**src/rtl/uart_tx_fifo.sv**
```systemverilog
`default_nettype none
// ============================================================================
// Module   : uart_tx_fifo
// Purpose  : Byte-wide 8N1 UART transmitter fed by a store FIFO. Single-cycle
//            CPU stores are queued and sent back-to-back on the serial line
//            at a fixed clock-per-bit ratio.
// Ports    : clk        - system clock, rising edge
//            rstn       - asynchronous active-low reset (sync release upstream)
//            wr_en      - push wr_data this cycle
//            wr_data    - byte to transmit
//            full       - FIFO holds FIFO_DEPTH entries
//            fifo_count - queued entries (excludes the byte on the wire)
//            tx_busy    - a frame is in progress
//            overflow   - sticky, a write arrived while full
//            uart_tx    - serial line, idle high, driven from a flop
// Revision : 1.0 - initial release
// ============================================================================
module uart_tx_fifo #(
  parameter int CLKS_PER_BIT = 868,
  parameter int FIFO_DEPTH   = 16
) (
  input  logic                             clk,
  input  logic                             rstn,
  input  logic                             wr_en,
  input  logic [7:0]                       wr_data,
  output logic                             full,
  output logic [$clog2(FIFO_DEPTH+1)-1:0]  fifo_count,
  output logic                             tx_busy,
  output logic                             overflow,
  output logic                             uart_tx
);

  localparam int PTR_W  = $clog2(FIFO_DEPTH);
  localparam int CNT_W  = $clog2(FIFO_DEPTH + 1);
  localparam int BAUD_W = (CLKS_PER_BIT > 1) ? $clog2(CLKS_PER_BIT) : 1;
  localparam logic [BAUD_W-1:0] BAUD_LAST = BAUD_W'(CLKS_PER_BIT - 1);
  localparam logic [CNT_W-1:0]  CNT_FULL  = CNT_W'(FIFO_DEPTH);

  typedef enum logic [1:0] {
    IDLE  = 2'd0,
    START = 2'd1,
    DATA  = 2'd2,
    STOP  = 2'd3
  } state_t;

  logic [7:0]        mem [FIFO_DEPTH];
  logic [PTR_W-1:0]  wr_ptr;
  logic [PTR_W-1:0]  rd_ptr;
  state_t            state;
  state_t            state_nxt;
  logic [BAUD_W-1:0] baud_cnt;
  logic [BAUD_W-1:0] baud_nxt;
  logic [2:0]        bit_idx;
  logic [2:0]        bit_nxt;
  logic [7:0]        shift;
  logic [7:0]        shift_nxt;
  logic              tx_nxt;
  logic              pop;
  logic              push;
  logic              baud_end;
  logic [CNT_W-1:0]  count_nxt;

  // full is the registered pre-edge state, so a same-edge pop cannot
  // make room for a write.
  assign push     = wr_en && !full;
  assign baud_end = (baud_cnt == BAUD_LAST);

  // Next-state / datapath logic for the serialiser.
  always_comb begin
    state_nxt = state;
    baud_nxt  = baud_cnt;
    bit_nxt   = bit_idx;
    shift_nxt = shift;
    tx_nxt    = uart_tx;
    pop       = 1'b0;
    case (state)
      IDLE: begin
        tx_nxt   = 1'b1;
        baud_nxt = '0;
        if (fifo_count != '0) begin
          pop       = 1'b1;
          shift_nxt = mem[rd_ptr];
          state_nxt = START;
          tx_nxt    = 1'b0;
        end
      end
      START: begin
        if (baud_end) begin
          baud_nxt  = '0;
          bit_nxt   = 3'd0;
          state_nxt = DATA;
          tx_nxt    = shift[0];
        end else begin
          baud_nxt = baud_cnt + 1'b1;
        end
      end
      DATA: begin
        if (baud_end) begin
          baud_nxt = '0;
          if (bit_idx == 3'd7) begin
            state_nxt = STOP;
            tx_nxt    = 1'b1;
          end else begin
            bit_nxt   = bit_idx + 3'd1;
            shift_nxt = {1'b0, shift[7:1]};
            tx_nxt    = shift[1];
          end
        end else begin
          baud_nxt = baud_cnt + 1'b1;
        end
      end
      STOP: begin
        if (baud_end) begin
          baud_nxt = '0;
          // Chain straight into the next start bit when data is waiting.
          if (fifo_count != '0) begin
            pop       = 1'b1;
            shift_nxt = mem[rd_ptr];
            state_nxt = START;
            tx_nxt    = 1'b0;
          end else begin
            state_nxt = IDLE;
            tx_nxt    = 1'b1;
          end
        end else begin
          baud_nxt = baud_cnt + 1'b1;
        end
      end
      default: begin
        state_nxt = IDLE;
        tx_nxt    = 1'b1;
      end
    endcase
  end

  always_comb begin
    count_nxt = fifo_count;
    case ({push, pop})
      2'b10:   count_nxt = fifo_count + CNT_W'(1);
      2'b01:   count_nxt = fifo_count - CNT_W'(1);
      default: count_nxt = fifo_count;
    endcase
  end

  always_ff @(posedge clk or negedge rstn) begin
    if (!rstn) begin
      state      <= IDLE;
      baud_cnt   <= '0;
      bit_idx    <= '0;
      shift      <= '0;
      uart_tx    <= 1'b1;
      tx_busy    <= 1'b0;
      wr_ptr     <= '0;
      rd_ptr     <= '0;
      fifo_count <= '0;
      full       <= 1'b0;
      overflow   <= 1'b0;
    end else begin
      state      <= state_nxt;
      baud_cnt   <= baud_nxt;
      bit_idx    <= bit_nxt;
      shift      <= shift_nxt;
      uart_tx    <= tx_nxt;
      tx_busy    <= (state_nxt != IDLE);
      fifo_count <= count_nxt;
      full       <= (count_nxt == CNT_FULL);
      if (push) wr_ptr <= wr_ptr + 1'b1;
      if (pop)  rd_ptr <= rd_ptr + 1'b1;
      if (wr_en && full) overflow <= 1'b1;
    end
  end

  // Storage array carries no reset; pointers and count define validity.
  always_ff @(posedge clk) begin
    if (push) mem[wr_ptr] <= wr_data;
  end

endmodule
`default_nettype wire

```
**config.mk**
```make
export PLATFORM = sky130hd
export DESIGN_NAME = uart_tx_fifo
export DESIGN_NICKNAME = d
export VERILOG_FILES = /design/src/rtl/uart_tx_fifo.sv
export SDC_FILE = /design/constraint.sdc
export NUM_CORES = 1
export LEC_CHECK = 0
export BUFFER_PORTS_ARGS = -buffer_cell sky130_fd_sc_hd__buf_4
export CAP_MARGIN = 10
export CORE_MARGIN = 2
export CORE_UTILIZATION = 66
export CTS_CLUSTER_SIZE = 20
export DETAILED_ROUTE_END_ITERATION = 8
export HOLD_SLACK_MARGIN = 0.08
export MAX_ROUTING_LAYER = met4
export PLACE_DENSITY = 0.84
export SLEW_MARGIN = 20
export SYNTH_ARGS = -nofsm -noshare
export SYNTH_HDL_FRONTEND = slang
export SYNTH_SLANG_ARGS = --single-unit
```
**constraint.sdc**
```tcl
create_clock -name clk -period 4.91 [get_ports clk]
set_input_delay 1.473 -clock clk [delete_from_list [all_inputs] [get_ports clk]]
set_output_delay 1.473 -clock clk [all_outputs]
set_load 0.02 [all_outputs]
```
After elaboration in Yosys (flattened, before gate mapping)
Memories as Yosys holds them, arrays and structs flattened. Cells that the tools add are included.

Add/subtract/negate cells: 6. Eq/ne operators: 12. Muxes and demuxes: 30. Reduce and logical (&&, ||, !) cells: 12.

Operator list (number): 2-to-1 mux 8 bit (4); case mux 8 bit (3 select lines) (1); case mux 10 bit (2 select lines) (1); adder 10 x 1 -> 10 bit (second input constant) (1); == test 10 bit (second input constant) (1); 2-to-1 mux 1 bit (10); 2-to-1 mux 10 bit (1); 2-to-1 mux 2 bit (5); case mux 5 bit (2 select lines) (1); 2-to-1 mux 3 bit (3); adder 4 x 1 -> 4 bit (second input constant) (2); inequality test 2 bit (second input constant) (4); case mux 2 bit (4 select lines) (1); AND reduction 4 bit (2); == test 2 bit (second input constant) (3); case mux 3 bit (2 select lines) (1); adder 5 x 1 -> 5 bit (second input constant) (1); == test 5 bit (second input constant) (1); nonzero test 5 bit (1); subtractor 5 x 1 -> 5 bit (second input constant) (1); == test 2 x 1 -> 1 bit (second input constant) (2); case mux 1 bit (4 select lines) (1); nonzero test 2 bit (2); adder 3 x 1 -> 3 bit (second input constant) (1); 8 further kinds (9).

Flip-flop bits (word level): 40. Memory bits (writable): 128. Bits of input ports: 11. Output and inout bits: 9. Word-level logic and storage cells: 72. Memories: 1.

Memory list: mem (words 16, width 8, rd ports 1, clocked after memory_dff 0, write ports 1, line 46) `logic [7:0] mem [FIFO_DEPTH];`.

Longest topological paths before layout
Gate-level depths: netlist of run 1.

Depth after elaboration: 7. Depth in mapped cells: 13. Depth with buffers taken out: 13.

Worst setup path after synthesis of run 1
No wires, ideal clock.

Path kind: in2reg. Start: input port wr_en. End: register full. Arrival: 3666 ps. Setup slack: 1124 ps. Stages on the path: 11. Path buffers: 1. Cell sequence: nor2b_1 -> clkbuf_1 -> nor4_4 -> xor2_1 -> ha_1 -> or4_1 -> mux2_2 -> a21boi_2 -> a21oi_1 -> nor4b_2 -> a31o_1.

Cells in the longest elaborated chain, start to end: 4. Elaborated cells on any way between the ends: 5. Those cells by class: 3 x eq/ne; 1 x mux; 1 x reduce/logical.

Ends and longest elaborated chain: start, declared (line 24) `input logic wr_en,`; logical AND 1 bit * (line 65) `assign push = wr_en && !full;`; == test 2 x 1 -> 1 bit or == test 2 bit (tied branches) (line 138) `case ({push, pop})`; case mux 5 bit (2 select lines) * (line 138); == test 5 bit * (line 166) `full <= (count_nxt == CNT_FULL);`; end signal, assigned (line 166); end, declared (line 26) `output logic full,`.

Every way passes the cells marked *; elsewhere a longest branch is shown, timed or not. A chain may end at the register's enable or synchronous reset.

Worst setup path after layout of run 1
Same ends and word-level chain as after synthesis.

==> flow_summary.yaml, run 1 <==
synthesis:
  synth_top_area_share: 0.537
  async_flop_share: 0.238
  ys_seq_elements: 168
  synth_edf_count: 128
  synthTopCellsByCount: "128 x edfxtp_1, 40 x mux4_2, 39 x dfrtp_1, 28 x nor2_1, 18 x and2_1"
  ys_types: 54
  synth-main-ff-cell: "edfxtp_1"
  synth_most_common_cell: "edfxtp_1"
  syn-mean-instance-area_sq_um: 17.0
  synth-seq-area-share: 0.677
  yosys.area.top_type: "edfxtp_1"
  ys_warn_count: 0
  synth_fp_nets: 446
  synth_top_cells_by_area: "edfxtp_1 54%, dfrtp_1 14%, mux4_2 13%"
  netlist_instances: 421
  syn_area_sq_mm: 0.00716
clock_tree:
  max-clock-path-buffers: 2
  htreeDepth: 4
  ctsHoldBuffers: 0
  cts_root_buf: "clkbuf_8"
  post_cts_buffers: 0
  cts_tree: "built"
  numCtsBuffers: 17
  cts.clk_slew.worst_paths_ps: 60
  clk_latency_ps: 530
  post_cts_resized: 0
  cts.sinks: 168
timing:
  period_needed_ps: 3560
  whs_ps: 466
  grt_setup_unrepaired: "no"
  worst_slew_pin_slew_ps: 813
  hold_violations: 0
  skew_ps: 10.2
  layout_worst_path_cycle_share: 0.725
  setup_tns_ps: 0
  fmax_mhz: 281
  slew-limit-headroom: 0.456
  finalSetupViolCount: 0
  finalMaxSlewViolations: 0
grt:
  grt_max_degree: 41
  grt_pass1_vias: 3921
  grt_pass1_wl_um: 21700
  antenna_found_initial: 0
  track_usage: 0.270
  grt_overflow: 0
placed_design:
  hpwlAfterDp_um: 8650
  gp_congestion: 0.806
  io_buffer_count: 19
layout:
  syn_to_final_growth_pct: 12.2
  nets: 469
  antenna_cells: 0
  drive_gt1_frac: 0.226
drt:
  vias: 3810
  drtPass1Iterations: 5
  wl_per_cell_um: 23.3
  wirelength_um: 13900
  postRouteAntennaNets: 0
  drt_iter0_drc: 352
  drc: 0
  vias_per_cell: 6.39
power:
  peakVddDrop_uv: 508
  power_leakage_nw: 2.83
  p_per_area_mw_per_mm2: 597
die:
  fp.coreArea_sq_mm: 0.0107
  ioPinCount: 20
  fp.dieArea_sq_mm: 0.0117
  fp.dieH_um: 108
  initial_utilization: 0.669
  fp.dieW_um: 108
  rows: 38
status:
  status: "finished clean"
critical_path:
  cp_data_required_time_ps: 5320
  critPathMaxFanout: 10
  arrival_ps: 3970
  cp-end-kind: "flop"
  critPathLaunchType: "input port"
  path_class: "input port to flop"
min_path:
  min-delay-path-class: "flop to flop"
flow_run:
  drv_cap: 0
## critical path, stage by stage
cell and delay [ps]:
buf_4 110, nor2b_1 130, buf_4 180, nor4_4 370, xor2_1 130, ha_1 250, or4_1 420, mux2_2 280
a21boi_2 180, a21oi_1 180, nor4b_2 70, a31o_1 200
## final timing paths
path | start | end | slack [ps] | depth (start not counted)
worst max-delay path | wr_en | full$_DFF_PN0_ | 1350 | 12
worst min-delay path | overflow$_DFFE_PN0P_ | overflow$_DFFE_PN0P_ | 470 | 1
worst max register to register | fifo_count[2]$_DFF_PN0_ | full$_DFF_PN0_ | 1410 | 11
worst min register to register | overflow$_DFFE_PN0P_ | overflow$_DFFE_PN0P_ | 470 | 1
max in group asynchronous | rstn | rd_ptr[0]$_DFFE_PN0P_ | 3580 | 1
min in group asynchronous | rstn | shift[6]$_DFFE_PN0P_ | 920 | 1
## flip-flops by register name, indices dropped and copies added, names as in the netlist
register / cells
mem: 128
tx_busy: 1
rd_ptr: 4
overflow: 1
baud_cnt: 10
state: 2
bit_idx: 3
fifo_count: 5
wr_ptr: 4
uart_tx: 1
full: 1
shift: 8
## cell families after synthesis
| logic type | count (synthesis) | share of synthesized area |
|---|---|---|
| multiplexers | 51 | 0.142 |
| adder cells (fa/ha/maj) | 14 | 0.0245 |
| XOR/XNOR | 22 | 0.0269 |
| AO/OA/AOI/OAI | 41 | 0.0400 |
| AND/OR/NAND/NOR | 95 | 0.0727 |
| buffers and inverters | 30 | 0.0171 |
| flip-flops | 168 | 0.677 |
## final cells by class
type,count,area [sq um]
clock buffer,17,414
clock inverter,14,195
fill,595,2660
timing repair buffer,22,165
multi-input combinational,223,2190
tap,140,175
sequential,168,4850
inverter,12,45.0
## power breakdown
part,total (mW),internal (mW),leakage [nW],switching [mW]
logic,1.39,0.694,0.888,0.697
clock network,1.38,0.829,0.291,0.549
registers,2.02,1.77,1.65,0.253
total,4.79,3.29,2.83,1.50
## metal layers
metal  part of all wire  GRT usage  wire [um]
met2               0.51      0.418       7130
met5                  0          -          0
met1               0.40      0.349       5540
met4              0.022      0.120        303
met3              0.066     0.0597        924
## metrics by stage
step,total power [mW],std cells,instance area [sq um],worst slack [ps],utilization
final,4.79,596,8030,1350,0.751
after global routing,4.99,596,8030,1220,0.751
after CTS,4.81,596,8030,1370,0.751
after detailed placement,3.41,565,7420,907,0.694
after global placement,3.35,565,7420,1000,0.694
after floorplan,3.02,421,7160,1120,-
## cells in the final DEF (no fill, tap or decap), types with 5 or more instances in the layout
master     netlist  final
a21oi_1         11     11
dfrtp_1         39     38
a22o_1           5      5
nor3_1           6      6
nand2_1         14     14
xnor2_1         11     11
clkbuf_16        0     16
and2_1          18     18
inv_1           12     12
nand3_1          7      7
buf_4            1     22
mux2i_1          6      6
ha_1            14     14
o21ai_0          5      5
edfxtp_1       128    128
xor2_1          11     11
mux4_2          40     40
nor2_1          28     28
Note: power is estimated with default switching activity, not from simulation.
==> inputs of run 2 (changes only) <==
--- a/config.mk
+++ b/config.mk
@@ -8,12 +8,12 @@
 export BUFFER_PORTS_ARGS = -buffer_cell sky130_fd_sc_hd__buf_4
 export CAP_MARGIN = 10
 export CORE_MARGIN = 2
-export CORE_UTILIZATION = 66
+export CORE_UTILIZATION = 62
 export CTS_CLUSTER_SIZE = 20
 export DETAILED_ROUTE_END_ITERATION = 8
 export HOLD_SLACK_MARGIN = 0.08
 export MAX_ROUTING_LAYER = met4
-export PLACE_DENSITY = 0.84
+export PLACE_DENSITY = 0.79
 export SLEW_MARGIN = 20
 export SYNTH_ARGS = -nofsm -noshare
 export SYNTH_HDL_FRONTEND = slang
==> constraint.sdc (replaced) <==
create_clock -name clk -period 3.3 [get_ports clk]
set_input_delay 0.99 -clock clk [delete_from_list [all_inputs] [get_ports clk]]
set_output_delay 0.99 -clock clk [all_outputs]
set_load 0.02 [all_outputs]
==> flow_summary.yaml, run 2 (synthesis gave the netlist of run 1 again) <==
critical_path:
  crit_start: "state[0]$_DFF_PN0_"
  path_class: "flop to flop"
  cp-endpoint: "full$_DFF_PN0_"
  rr_startpoint: "state[0]$_DFF_PN0_"
  reg2regPathDepth: 11
  cp-end-kind: "flop"
  critPathMaxFanout: 6
  arrival_ps: 3410
  r2r_setup_slack_ps: 250
  regToRegEndpoint: "full$_DFF_PN0_"
  critPathLaunchType: "flop"
  cp_data_required_time_ps: 3660
grt:
  grt_overflow: 0
  track_usage: 0.224
  grt_use_met3: 0.0610
  grt_max_degree: 41
  grt_pass1_wl_um: 20200
  grt.busiest_layer: "met2"
  use_met2: 0.346
  antenna_found_initial: 0
  grtUsageMet1: 0.296
  grt_pass1_vias: 3817
clock_tree:
  cts_tree: "built"
  post_cts_resized: 0
  max-clock-path-buffers: 2
  htreeDepth: 4
  cts.clk_slew.worst_paths_ps: 60
  numCtsBuffers: 17
  post_cts_buffers: 0
  cts.sinks: 168
  ctsHoldBuffers: 0
  clk_latency_ps: 420
  cts_root_buf: "clkbuf_16"
die:
  rows: 39
  ioPinCount: 20
  initial_utilization: 0.633
  fp.dieW_um: 111
  fp.dieH_um: 111
  fp.dieArea_sq_mm: 0.0124
  fp.coreArea_sq_mm: 0.0113
layout:
  syn_to_final_growth_pct: 12.4
  nets: 474
  top_regs: "mem (128), baud_cnt (10), shift (8)"
  fillerInstances: 701
  largest-register: "mem"
  fin_area_sq_mm: 0.00805
  largest_reg_flops: 128
  seqCellArea_sq_mm: 0.00485
  final_cell_mix: "128 x edfxtp_1, 40 x mux4_2, 38 x dfrtp_1, 28 x nor2_1, 26 x buf_4"
  final_cells: 602
  drive_gt1_frac: 0.235
  antenna_cells: 0
  final_common_cell: "edfxtp_1"
  multiInputGateArea_sq_mm: 0.00221
placed_design:
  hpwlAfterDp_um: 8050
  placed_cells: 573
  place_area_sq_mm: 0.00749
  io_buffer_count: 19
  gp_congestion: 0.828
flow_run:
  drv_cap: 0
power:
  power_leakage_nw: 2.85
  p_per_area_mw_per_mm2: 861
  power_mw: 6.93
  peakVddDrop_uv: 759
drt:
  drtPass1Iterations: 5
  wl_per_cell_um: 20.3
  vias_per_cell: 6.04
  drc: 0
  wirelength_um: 12200
  vias: 3636
  drt_iter0_drc: 232
  postRouteAntennaNets: 0
timing:
  hold_violations: 0
  layout_worst_path_cycle_share: 0.924
  fmax_mhz: 328
  skew_ps: 13.1
  setup_tns_ps: 0
  finalMaxSlewViolations: 0
  finalSetupViolCount: 0
  period_needed_ps: 3050
  grt_setup_unrepaired: "no"
  worst_slew_pin_slew_ps: 777
  slew-limit-headroom: 0.482
min_path:
  min-delay-path-class: "flop to flop"
status:
  status: "finished clean"
==> run 2: worst min path at each step <==
stage	startpoint	cells after the start	slack (ps)	to
3_5_place_dp	overflow$_DFFE_PN0P_	1	450	overflow$_DFFE_PN0P_
5_1_grt	overflow$_DFFE_PN0P_	1	470	overflow$_DFFE_PN0P_
4_1_cts	overflow$_DFFE_PN0P_	1	460	overflow$_DFFE_PN0P_
6_report	overflow$_DFFE_PN0P_	1	460	overflow$_DFFE_PN0P_
3_3_place_gp	overflow$_DFFE_PN0P_	1	440	overflow$_DFFE_PN0P_
2_1_floorplan	baud_cnt[0]$_DFF_PN0_	1	460	baud_cnt[0]$_DFF_PN0_
==> run 2: layout make-up <==
cell class	instances	area share
Sequential cell	168	0.602
Tap cell	143	0.0222
Multi-Input combinational cell	223	0.274
Clock buffer	18	0.0533
Timing Repair Buffer	27	0.0267
Inverter	12	0.00560
Clock inverter	11	0.0159
==> run 2: stage by stage <==
step / util / worst slack, ps / hold slack (ps)
global route: 0.711 / 85.1 / 471
global placement: 0.662 / 163 / 440
CTS: 0.711 / 242 / 459
finish: 0.711 / 251 / 459
floorplan: - / 6.59 / 455
detailed placement: 0.662 / 83.1 / 446
==> run 2: power by group <==
group          switching (mW)  internal, mW
Clock                   0.762          1.10
Combinational            1.06          1.08
Sequential              0.282          2.64
Total                    2.10          4.82
==> run 2: metal layers <==
metal  part of all wire  vias to the layer above
met5                  0                        -
met1               0.43                     1841
met2               0.52                       89
li1                   -                     1688
met4              0.014                        0
met3              0.042                       18
==> run 2: worst max-delay path: stages, from the launching register on <==
cell and delay [ps]:
dfrtp_1 430, ha_1 300, and4bb_1 240, a31oi_2 320, nor4_4 80, xor2_1 170
ha_2 200, or4_1 380, mux2_2 270, a21boi_4 150, o32ai_1 280, a31o_1 180
